===== src/rtl/collision_detector.sv =====
// collision_detector
//   Once per frame, on a single-cycle start, takes a snapshot of the ship,
//   asteroid and shot records. It then checks the ship against each asteroid
//   (one asteroid per cycle) and each shot against each asteroid (one pair per
//   cycle, shot-major). Each shot hit is offered through hit_valid/hit_ack.
//   Record layout: [33] active, [25:16] y, [15:6] x, [5:0] direction.
// Ports
//   clk, reset_n       clock, async active-low reset
//   start              scan request, sampled only in IDLE
//   ship/asteroids/shots  entity records, index 0 in the LSBs
//   busy, done         scan in progress / one-cycle completion pulse
//   ship_hit           ship overlapped an active asteroid in the last scan
//   hit_valid/hit_shot/hit_ast/hit_ack  shot-hit handshake
//   score              accumulated, saturating score (COLLISION_SCORE_EN only)
// Build option: define COLLISION_SCORE_EN to add the score port and counter.
module collision_detector #(
  parameter int ENTITY_SIZE   = 34,
  parameter int MAX_ASTEROIDS = 3,
  parameter int MAX_SHOTS     = 3,
  parameter int AST_SIZE      = 16,
  parameter int SHIP_SIZE     = 8,
  parameter int SCORE_PER_HIT = 10,
  localparam int SW = (MAX_SHOTS > 1) ? $clog2(MAX_SHOTS) : 1,
  localparam int AW = (MAX_ASTEROIDS > 1) ? $clog2(MAX_ASTEROIDS) : 1
) (
  input  logic                               clk,
  input  logic                               reset_n,
  input  logic                               start,
  input  logic [ENTITY_SIZE-1:0]             ship,
  input  logic [MAX_ASTEROIDS*ENTITY_SIZE-1:0] asteroids,
  input  logic [MAX_SHOTS*ENTITY_SIZE-1:0]   shots,
  output logic                               busy,
  output logic                               done,
  output logic                               ship_hit,
  output logic                               hit_valid,
  output logic [SW-1:0]                      hit_shot,
  output logic [AW-1:0]                      hit_ast,
  input  logic                               hit_ack
`ifdef COLLISION_SCORE_EN
  ,output logic [15:0]                       score
`endif
);

  localparam int ACT = ENTITY_SIZE - 1;
  localparam logic [10:0] AST_L  = 11'(AST_SIZE);
  localparam logic [10:0] SHIP_L = 11'(SHIP_SIZE);
  localparam logic [AW-1:0] A_LAST = AW'(MAX_ASTEROIDS - 1);
  localparam logic [SW-1:0] S_LAST = SW'(MAX_SHOTS - 1);

  typedef enum logic [2:0] {IDLE, SHIP_CHK, PAIR_CHK, REPORT, DONE} state_t;
  state_t state;

  // Unpacked input fields
  logic [MAX_ASTEROIDS-1:0]       in_ast_act;
  logic [MAX_ASTEROIDS-1:0][9:0]  in_ast_x, in_ast_y;
  logic [MAX_SHOTS-1:0]           in_shot_act;
  logic [MAX_SHOTS-1:0][9:0]      in_shot_x, in_shot_y;
  logic [MAX_ASTEROIDS-1:0]       unused_ast;
  logic [MAX_SHOTS-1:0]           unused_shot;
  logic                           unused_ship;

  for (genvar i = 0; i < MAX_ASTEROIDS; i++) begin : g_ast
    assign in_ast_act[i] = asteroids[i*ENTITY_SIZE + ACT];
    assign in_ast_x[i]   = asteroids[i*ENTITY_SIZE + 6  +: 10];
    assign in_ast_y[i]   = asteroids[i*ENTITY_SIZE + 16 +: 10];
    assign unused_ast[i] = ^{asteroids[i*ENTITY_SIZE + 26 +: 7], asteroids[i*ENTITY_SIZE +: 6]};
  end
  for (genvar i = 0; i < MAX_SHOTS; i++) begin : g_shot
    assign in_shot_act[i] = shots[i*ENTITY_SIZE + ACT];
    assign in_shot_x[i]   = shots[i*ENTITY_SIZE + 6  +: 10];
    assign in_shot_y[i]   = shots[i*ENTITY_SIZE + 16 +: 10];
    assign unused_shot[i] = ^{shots[i*ENTITY_SIZE + 26 +: 7], shots[i*ENTITY_SIZE +: 6]};
  end
  assign unused_ship = ^{ship[32:26], ship[5:0]};

  // Snapshot
  logic                          ship_act;
  logic [9:0]                    ship_x, ship_y;
  logic [MAX_ASTEROIDS-1:0]      ast_act;
  logic [MAX_ASTEROIDS-1:0][9:0] ast_x, ast_y;
  logic [MAX_SHOTS-1:0]          shot_act;
  logic [MAX_SHOTS-1:0][9:0]     shot_x, shot_y;

  logic [SW-1:0] s_idx;
  logic [AW-1:0] a_idx;

  // Current operands widened to 11 bits so box edges near 1023 never wrap
  logic [10:0] ax, ay, px, py, sx, sy;
  logic        ship_ovl, pair_hit;

  assign ax = {1'b0, ast_x[a_idx]};
  assign ay = {1'b0, ast_y[a_idx]};
  assign px = {1'b0, shot_x[s_idx]};
  assign py = {1'b0, shot_y[s_idx]};
  assign sx = {1'b0, ship_x};
  assign sy = {1'b0, ship_y};

  assign ship_ovl = ship_act && ast_act[a_idx] &&
                    (sx < ax + AST_L) && (ax < sx + SHIP_L) &&
                    (sy < ay + AST_L) && (ay < sy + SHIP_L);
  assign pair_hit = shot_act[s_idx] && ast_act[a_idx] &&
                    (ax <= px) && (px < ax + AST_L) &&
                    (ay <= py) && (py < ay + AST_L);

  always_ff @(posedge clk or negedge reset_n) begin
    if (!reset_n) begin
      state     <= IDLE;
      busy      <= 1'b0;
      done      <= 1'b0;
      ship_hit  <= 1'b0;
      hit_valid <= 1'b0;
      hit_shot  <= '0;
      hit_ast   <= '0;
      s_idx     <= '0;
      a_idx     <= '0;
      ship_act  <= 1'b0;
      ship_x    <= '0;
      ship_y    <= '0;
      ast_act   <= '0;
      ast_x     <= '0;
      ast_y     <= '0;
      shot_act  <= '0;
      shot_x    <= '0;
      shot_y    <= '0;
`ifdef COLLISION_SCORE_EN
      score     <= '0;
`endif
    end else begin
      done <= 1'b0;
      case (state)
        IDLE: if (start) begin
          ship_act <= ship[ACT];
          ship_x   <= ship[15:6];
          ship_y   <= ship[25:16];
          ast_act  <= in_ast_act;
          ast_x    <= in_ast_x;
          ast_y    <= in_ast_y;
          shot_act <= in_shot_act;
          shot_x   <= in_shot_x;
          shot_y   <= in_shot_y;
          ship_hit <= 1'b0;
          busy     <= 1'b1;
          s_idx    <= '0;
          a_idx    <= '0;
          state    <= SHIP_CHK;
        end
        SHIP_CHK: begin
          if (ship_ovl) ship_hit <= 1'b1;
          if (a_idx == A_LAST) begin
            a_idx <= '0;
            state <= PAIR_CHK;
          end else begin
            a_idx <= a_idx + 1'b1;
          end
        end
        PAIR_CHK: begin
          if (pair_hit) begin
            hit_valid <= 1'b1;
            hit_shot  <= s_idx;
            hit_ast   <= a_idx;
            state     <= REPORT;
          end else if (a_idx == A_LAST) begin
            a_idx <= '0;
            if (s_idx == S_LAST) begin
              done  <= 1'b1;
              busy  <= 1'b0;
              state <= DONE;
            end else begin
              s_idx <= s_idx + 1'b1;
            end
          end else begin
            a_idx <= a_idx + 1'b1;
          end
        end
        REPORT: if (hit_ack) begin
          hit_valid       <= 1'b0;
          // Retire both entities in the snapshot so neither is counted twice
          shot_act[s_idx] <= 1'b0;
          ast_act[a_idx]  <= 1'b0;
`ifdef COLLISION_SCORE_EN
          if (score > 16'hFFFF - 16'(SCORE_PER_HIT)) score <= 16'hFFFF;
          else                                       score <= score + 16'(SCORE_PER_HIT);
`endif
          // The consumed shot's remaining pairs are skipped
          a_idx <= '0;
          if (s_idx == S_LAST) begin
            done  <= 1'b1;
            busy  <= 1'b0;
            state <= DONE;
          end else begin
            s_idx <= s_idx + 1'b1;
            state <= PAIR_CHK;
          end
        end
        DONE:    state <= IDLE;
        default: state <= IDLE;
      endcase
    end
  end

endmodule


===== config.mk =====
export PLATFORM = sky130hd
export DESIGN_NAME = collision_detector
export DESIGN_NICKNAME = d
export VERILOG_FILES = /design/src/rtl/collision_detector.sv
export SDC_FILE = /design/constraint.sdc
export NUM_CORES = 1
export LEC_CHECK = 0
export ABC_AREA = 1
export CAP_MARGIN = 20
export CORE_ASPECT_RATIO = 2
export CORE_MARGIN = 2
export CORE_UTILIZATION = 30
export CTS_BUF_LIST = sky130_fd_sc_hd__clkbuf_4
export DETAILED_ROUTE_END_ITERATION = 8
export PLACE_DENSITY = 0.65
export REMOVE_ABC_BUFFERS = 1
export SYNTH_ARGS = -nofsm -noshare
export SYNTH_HDL_FRONTEND = slang
export SYNTH_SLANG_ARGS = --single-unit

===== constraint.sdc =====
create_clock -name clk -period 3.4 [get_ports clk]
set_input_delay 0.85 -clock clk [delete_from_list [all_inputs] [get_ports clk]]
set_output_delay 0.85 -clock clk [all_outputs]
set_load 0.1 [all_outputs]

==> metrics.csv, run 1 <==
metric,value,unit
worst path cell trace,buf_12 > nor2_4 > buf_4 > nand2_1 > nand3_2 > buf_4 > nand2_2 > nor2_4 > xnor2_1 > ha_1 > a21oi_1 > nand2_1 > nand2_1 > nand2_1 > a21oi_4 > nand3_4 > buf_4 > nand2_1 > o21ai_1,
synth warn,0,
worst-path fanout max,11,
CP bufs+invs,4,
IO buf count,158,
Netlist cell types,45,
# Max-Cap Violations,0,
Max Freq,0.311,GHz
status,completed,
kind of critical path,reg -> reg,
Switch Pwr,0.00593,W
root buf cell,clkbuf_4,
crit share post-route,0.946,
DR top layer,met4,
met2 routed WL,16300,um
clock tree buffer depth,2,
post-layout min period,3.22,ns
initial antenna violation count,3,
Final Hold Viols,0,
CTS Buf Count,17,
I/O pin count,250,
reg2reg start,a_idx[1],
Worst Setup SP,a_idx[1],
Pre-antenna DRT Iters,7,
Peak VDD IR,0.411,mV
Final Setup Violations,0,
Die Y,255,um
vias per cell,4.62,
hpwl dp,21600,um
total power draw,0.0120,W
met3 WL,729,um
"flops & latches, synth",162,
Post-Route WL,28000,um
Gate power share,0.628,
fill count,3250,
Remaining DRCs,0,
Worst path most repeated cell,nand2_1,
power per cell area,1010,nW/um^2
max-slew violations,0,
number of flops mapped to enable cells by yosys,0,
reg2reg path depth,19,
Post-CTS Hold Buffers,0,
CTS tree,built,
Core Region,30900,sq um
critical path's top delay family,simple AND/OR/NAND/NOR gates,
Post-Syn Area,9430,sq um
DR iter-0 viols,383,
Starting Density,0.306,
WL per Instance,15.6,um
Setup Skew,0.0199,ns
register area share after synthesis,0.430,
asr flop ratio synth,1.00,
Mapped Cells,1196,
sw frac,0.493,
Crit path arrival time,3.72,ns
DRT met1 WL,9750,um
Crit-path slowest cell,dfrtp_2,
antenna violation net count after detailed routing,0,
slowest cell delay on critical path,0.47,ns
DR vias,8282,
Final nets,1679,
Die ar.,33000,sq um
Crit path depth,19,
sequential power share,0.276,
RSZ-0062 raised after global routing,no,
"Top FF cell, synth",dfrtp_1,
global-route wire length before repair,43500,um
Rel. slew slack,0.630,
CP required,3.91,ns
clk slew on worst S/H paths,0.14,ns
vias in the first global route,8483,
crit path capture type,flip-flop,
fin area,11900,sq um
LEAKAGE,5.82,nW
CTS sink cnt,162,
row count,91,
average size of a mapped cell,7.88,sq um
clock insertion delay at the later pin of the skew report,0.60,ns
GP Congestion,0.856,
CP Launch Type,flip-flop,
Area Overhead vs Synth,26.6,%
P_int,0.00609,W
gr usage total,0.174,
total grt overflow,0,
worst hold path class,in -> async,
Die Wd,129,um
largest net degree at the start of global routing,136,
Worst-Margin Slew,0.555,ns
dpl cell area,11600,sq um
layout cells sized above 1,0.0773,
H-Tree Depth,4,
Clk pwr share,0.097,
==> layer usage <==
layer  global-route usage  up-vias
li1                     -     4166
met1                0.170     3909
met2                0.342      156
met3               0.0254       51
met4               0.0932        0
met5                    0        -
==> cell families (layout without fill, tap and decap cells) <==
kind of cell,Yosys count,in the layout,synth area share
AOI/OAI and AO/OA,229,229,0.141
xor gates and xnor gates,16,16,0.0149
adders and majority gates,79,79,0.105
buffers and inverters,194,369,0.0809
DFF,162,162,0.430
other,0,3,0
and+or+nand+nor,516,516,0.229
==> power groups by stage <==
stage	clock (W)	combinational (W)	sequential, W
after CTS	0.00120	0.00758	0.00331
after global routing	0.00126	0.00860	0.00342
after floorplan	0	0.00503	0.00348
final	0.00116	0.00755	0.00331
after global placement	0	0.00728	0.00332
after detailed placement	0	0.00754	0.00335
==> worst paths after layout <==
path                                   end  slack (ns)
worst min-delay path              ast_y[6]        0.12
worst max register to register  hit_ast[0]        0.18
max in group asynchronous       shot_y[21]        2.42
worst min register to register  shot_x[14]        0.48
min in group clk                shot_x[14]        0.48
worst max-delay path            hit_ast[0]        0.18
==> cells in the final DEF (no fill, tap or decap), types with 8 or more instances in the layout <==
cell             Yosys  routed
a21oi_1             51      51
inv_1              143     141
nand2_1            398     397
nor2_1              36      35
o21a_1              25      25
clkbuf_4             0      18
ha_1                79      78
buf_4                0      32
o21ai_0            114     114
nand3_2              7       8
clkdlybuf4s50_1      0     149
nand4_1              9       9
nor3_1               8       8
xor2_1              12      11
nand3_1             39      38
dfrtp_1            162     159
==> synth_stat cells (3+ instances only) <==
cell      instances  share of area
buf_6             4         0.0048
o21a_1           25          0.020
o21ai_0         114          0.061
o221ai_1          3         0.0028
nor2_4            3         0.0036
a21oi_1          51          0.027
inv_1           143          0.057
buf_1             3         0.0012
xor2_1           12          0.011
clkbuf_1         36          0.014
a22oi_1           7         0.0056
nand2_1         398           0.16
nand3_2           7         0.0074
nand3_1          39          0.021
nor3_1            8         0.0042
a211oi_1          4         0.0032
a22o_1            3         0.0028
dfrtp_1         162           0.43
nand4_1           9         0.0060
inv_2             4         0.0016
nand3b_1          7         0.0056
nand2_2           3         0.0020
ha_1             79           0.10
nor2_1           36          0.014
xnor2_1           4         0.0037
o21ai_1           6         0.0032
==> repair_timing <==
| item | CTS | global route |
|---|---|---|
| resized for setup | 1 | 10 |
| buffers inserted | 0 | 1 |
| setup endpoints to repair | 1 | 14 |
| pin swaps | 0 | 1 |
| hold endpoints to repair | 0 | 0 |
==> stage by stage <==
stage	instances	hold slack, ns	worst slack (ns)	setup TNS [ns]	util
floorplan	1151	0.437	-8.47	-902.82	-
global placement	1756	0.450	0.141	0	0.376
detailed placement	1756	0.454	0.0284	0	0.376
CTS	1788	0.0981	0.00891	0	0.385
global route	1792	0.109	0.00296	0	0.387
finish	1792	0.119	0.183	0	0.387
==> final cells by class <==
| class | instances | area [sq um] | share of cell area |
|---|---|---|---|
| Tap cell | 418 | 523 | 0.0438 |
| Inverter | 149 | 562 | 0.0471 |
| Multi-Input combinational cell | 840 | 4650 | 0.390 |
| Sequential cell | 162 | 4060 | 0.340 |
| Timing Repair Buffer | 188 | 1860 | 0.156 |
| Clock inverter | 14 | 139 | 0.0116 |
| Clock buffer | 18 | 135 | 0.0113 |
| Antenna cell | 3 | 7.51 | 0.000629 |
==> state kept, by name (all words and copies together), names as in the netlist <==
register / cells
state: 3
ship_act: 1
ship_hit: 1
shot_x: 30
busy: 1
hit_ast: 2
ast_y: 30
ship_x: 10
a_idx: 2
ship_y: 10
shot_y: 30
s_idx: 2
done: 1
hit_shot: 2
shot_act: 3
hit_valid: 1
ast_act: 3
ast_x: 30
==> worst register-to-register path, stage by stage, from the launching register on <==
cell	delay (ns)
dfrtp_2	0.47
buf_12	0.15
nor2_4	0.14
buf_4	0.23
nand2_1	0.10
nand3_2	0.14
buf_4	0.17
nand2_2	0.06
nor2_4	0.10
xnor2_1	0.20
ha_1	0.31
a21oi_1	0.18
nand2_1	0.07
nand2_1	0.06
nand2_1	0.08
a21oi_4	0.18
nand3_4	0.18
buf_4	0.21
nand2_1	0.06
o21ai_1	0.06
(Power assumes the default switching activity.)
==> run 2, diff against run 1 <==
--- a/config.mk
+++ b/config.mk
@@ -14,6 +14,7 @@
 export DETAILED_ROUTE_END_ITERATION = 8
 export PLACE_DENSITY = 0.65
 export REMOVE_ABC_BUFFERS = 1
+export SETUP_SLACK_MARGIN = 0.15
 export SYNTH_ARGS = -nofsm -noshare
 export SYNTH_HDL_FRONTEND = slang
 export SYNTH_SLANG_ARGS = --single-unit
==> run 2 against run 1 <==
Die area stayed put. Critical endpoint is now hit_shot[1]. Non-clock buffer count is 12 higher. Critical path type unchanged. Global-route usage is essentially flat. Clock power about the same. Via count up 1.3%. Largest power group unchanged. Cell count up 0.67%.
==> metrics.csv, run 2 (synthesis results as in run 1) <==
metric,value,unit,change
Rel. slew slack,0.635,,+0.00509
kind of critical path,reg -> reg,,
RSZ-0062 raised after global routing,no,,
Setup Skew,0.0203,ns,+0.000456 ns
Final Setup Violations,0,,unchanged
Post-Route WL,28600,um,+2.3%
reg2reg path depth,16,,-3
Post-CTS Hold Buffers,0,,unchanged
vias in the first global route,8482,,-0.012%
Area Overhead vs Synth,30.2,%,
H-Tree Depth,4,,unchanged
initial antenna violation count,3,,unchanged
clk slew on worst S/H paths,0.14,ns,about the same
Final nets,1691,,+0.71%
Starting Density,0.306,,unchanged
power per cell area,1020,nW/um^2,+1.7%
global-route wire length before repair,43500,um,+0.13%
reg2reg start,a_idx[1],,
clock insertion delay at the later pin of the skew report,0.60,ns,about the same
multi-input logic area,4800,sq um,+3.3%
Remaining DRCs,0,,unchanged
Die Y,255,um,unchanged
worst hold path class,in -> async,,
CTS Buf Count,17,,unchanged
Die ar.,33000,sq um,unchanged
# Max-Cap Violations,0,,unchanged
hpwl dp,21600,um,unchanged
"commonest non-fill, non-tap cell in the layout",nand2_1,,
crit share post-route,0.914,,-0.0320
IO buf count,158,,unchanged
crit path capture type,flip-flop,,
GP Congestion,0.856,,unchanged
I/O pin count,250,,unchanged
DR vias,8389,,+1.3%
Crit path arrival time,3.60,ns,-0.12 ns
worst-path fanout max,8,,-3
max-slew violations,0,,unchanged
CTS tree,built,,
Final Non-Filler Cells,1804,,+0.67%
setup_tns,0,ns,unchanged
status,completed,,
reg2reg setup slack,0.29,ns,+0.11 ns
CTS sink cnt,162,,unchanged
Core Region,30900,sq um,unchanged
CP required,3.89,ns,-0.02 ns
Seq. cell area,4060,sq um,unchanged
Die Wd,129,um,unchanged
met1 Resource Use GR,0.170,,+0.000288
met2 usage,0.342,,about the same
root buf cell,clkbuf_4,,
vias per cell,4.65,,+0.62%
total grt overflow,0,,unchanged
largest net degree at the start of global routing,136,,unchanged
CP Launch Type,flip-flop,,
antenna violation net count after detailed routing,0,,unchanged
Max Freq,0.322,GHz,+3.5%
gr usage total,0.174,,about the same
Peak VDD IR,0.414,mV,+0.65%
post-layout min period,3.11,ns,-0.109 ns
met3 Usage GRT,0.0254,,unchanged
"commonest cells after routing, fill and taps aside","nand2_1 (393), dfrtp_1 (159), clkdlybuf4s50_1 (149)",,
Worst-Margin Slew,0.547,ns,-0.00763 ns
row count,91,,unchanged
DR iter-0 viols,410,,+7.0%
reg-to-reg endpoint,hit_shot[1],,
GRT Max-Usage Layer,met2,,
clock tree buffer depth,2,,unchanged
layout cells sized above 1,0.0983,,+0.0210
LEAKAGE,5.94,nW,+2.1%
Pre-antenna DRT Iters,6,,-1
Final Hold Viols,0,,unchanged
Placed Instances,1756,,unchanged
fill count,3201,,-1.5%
WL per Instance,15.9,um,+1.6%
-- run 2: stage by stage --
step                worst slack (ns)  area [sq um]  power, W   util  hold WS [ns]
floorplan                      -8.47          9230   0.00850      -         0.437
global placement               0.141         11600    0.0106  0.376         0.450
detailed placement            0.0284         11600    0.0109  0.376         0.454
CTS                            0.151         11900    0.0121  0.386        0.0981
global route                   0.131         12300    0.0139  0.398         0.108
finish                         0.292         12300    0.0126  0.398         0.128
-- run 2: what timing repair did --
item / in CTS / in global routing
setup buffers: 0 / 11
endpoints found under the setup margin: 12 / 14
gates cloned: 0 / 2
gates resized for setup: 6 / 41
pin swaps: 0 / 15
-- run 2: how the worst max path moves through the flow --
stage / slack (ns) / cells past startpoint / endpoint / from
final: 0.29 / 16 / hit_shot[1] / a_idx[1]
after global routing: 0.13 / 16 / hit_shot[0] / a_idx[1]
after CTS: 0.15 / 20 / hit_ast[0] / a_idx[1]
after detailed placement: 0.03 / 20 / hit_ast[0] / a_idx[1]
after global placement: 0.14 / 19 / hit_ast[1] / a_idx[0]
after floorplan: -8.47 / 6 / ast_act[1] / start
-- run 2: routing by layer --
layer | share of wire | wire length, um
met5 | 0 | 0
met2 | 0.58 | 16700
met4 | 0.045 | 1280
met3 | 0.026 | 745
met1 | 0.35 | 9890
-- run 2: power breakdown --
part	switching (W)	internal, W	leakage [nW]
registers	0.000479	0.00284	2.01
logic	0.00495	0.00316	3.79
clock network	0.000721	0.000439	0.143
-- run 2: area by class of cell --
class                   instances  share of cell area
well taps                     418              0.0426
clock buffers                  18              0.0110
inverters                     149              0.0464
multi-input cells             840               0.391
repair buffers                200               0.166
flip-flops and latches        162               0.330
clock inverters                14              0.0113
diodes                          3            0.000611
-- run 2: worst max-delay path, stage by stage (launching register included) --
cell and delay, ns:
dfrtp_2 0.47, buf_12 0.15, nor2_8 0.13, inv_4 0.07
buf_4 0.16, o211ai_2 0.39, ha_1 0.33, a21oi_1 0.15
o21a_1 0.14, o211ai_1 0.09, a21oi_1 0.16, nand2_1 0.11
a21oi_4 0.18, nand3_4 0.19, buf_12 0.20, nand2_1 0.05
o21ai_1 0.05
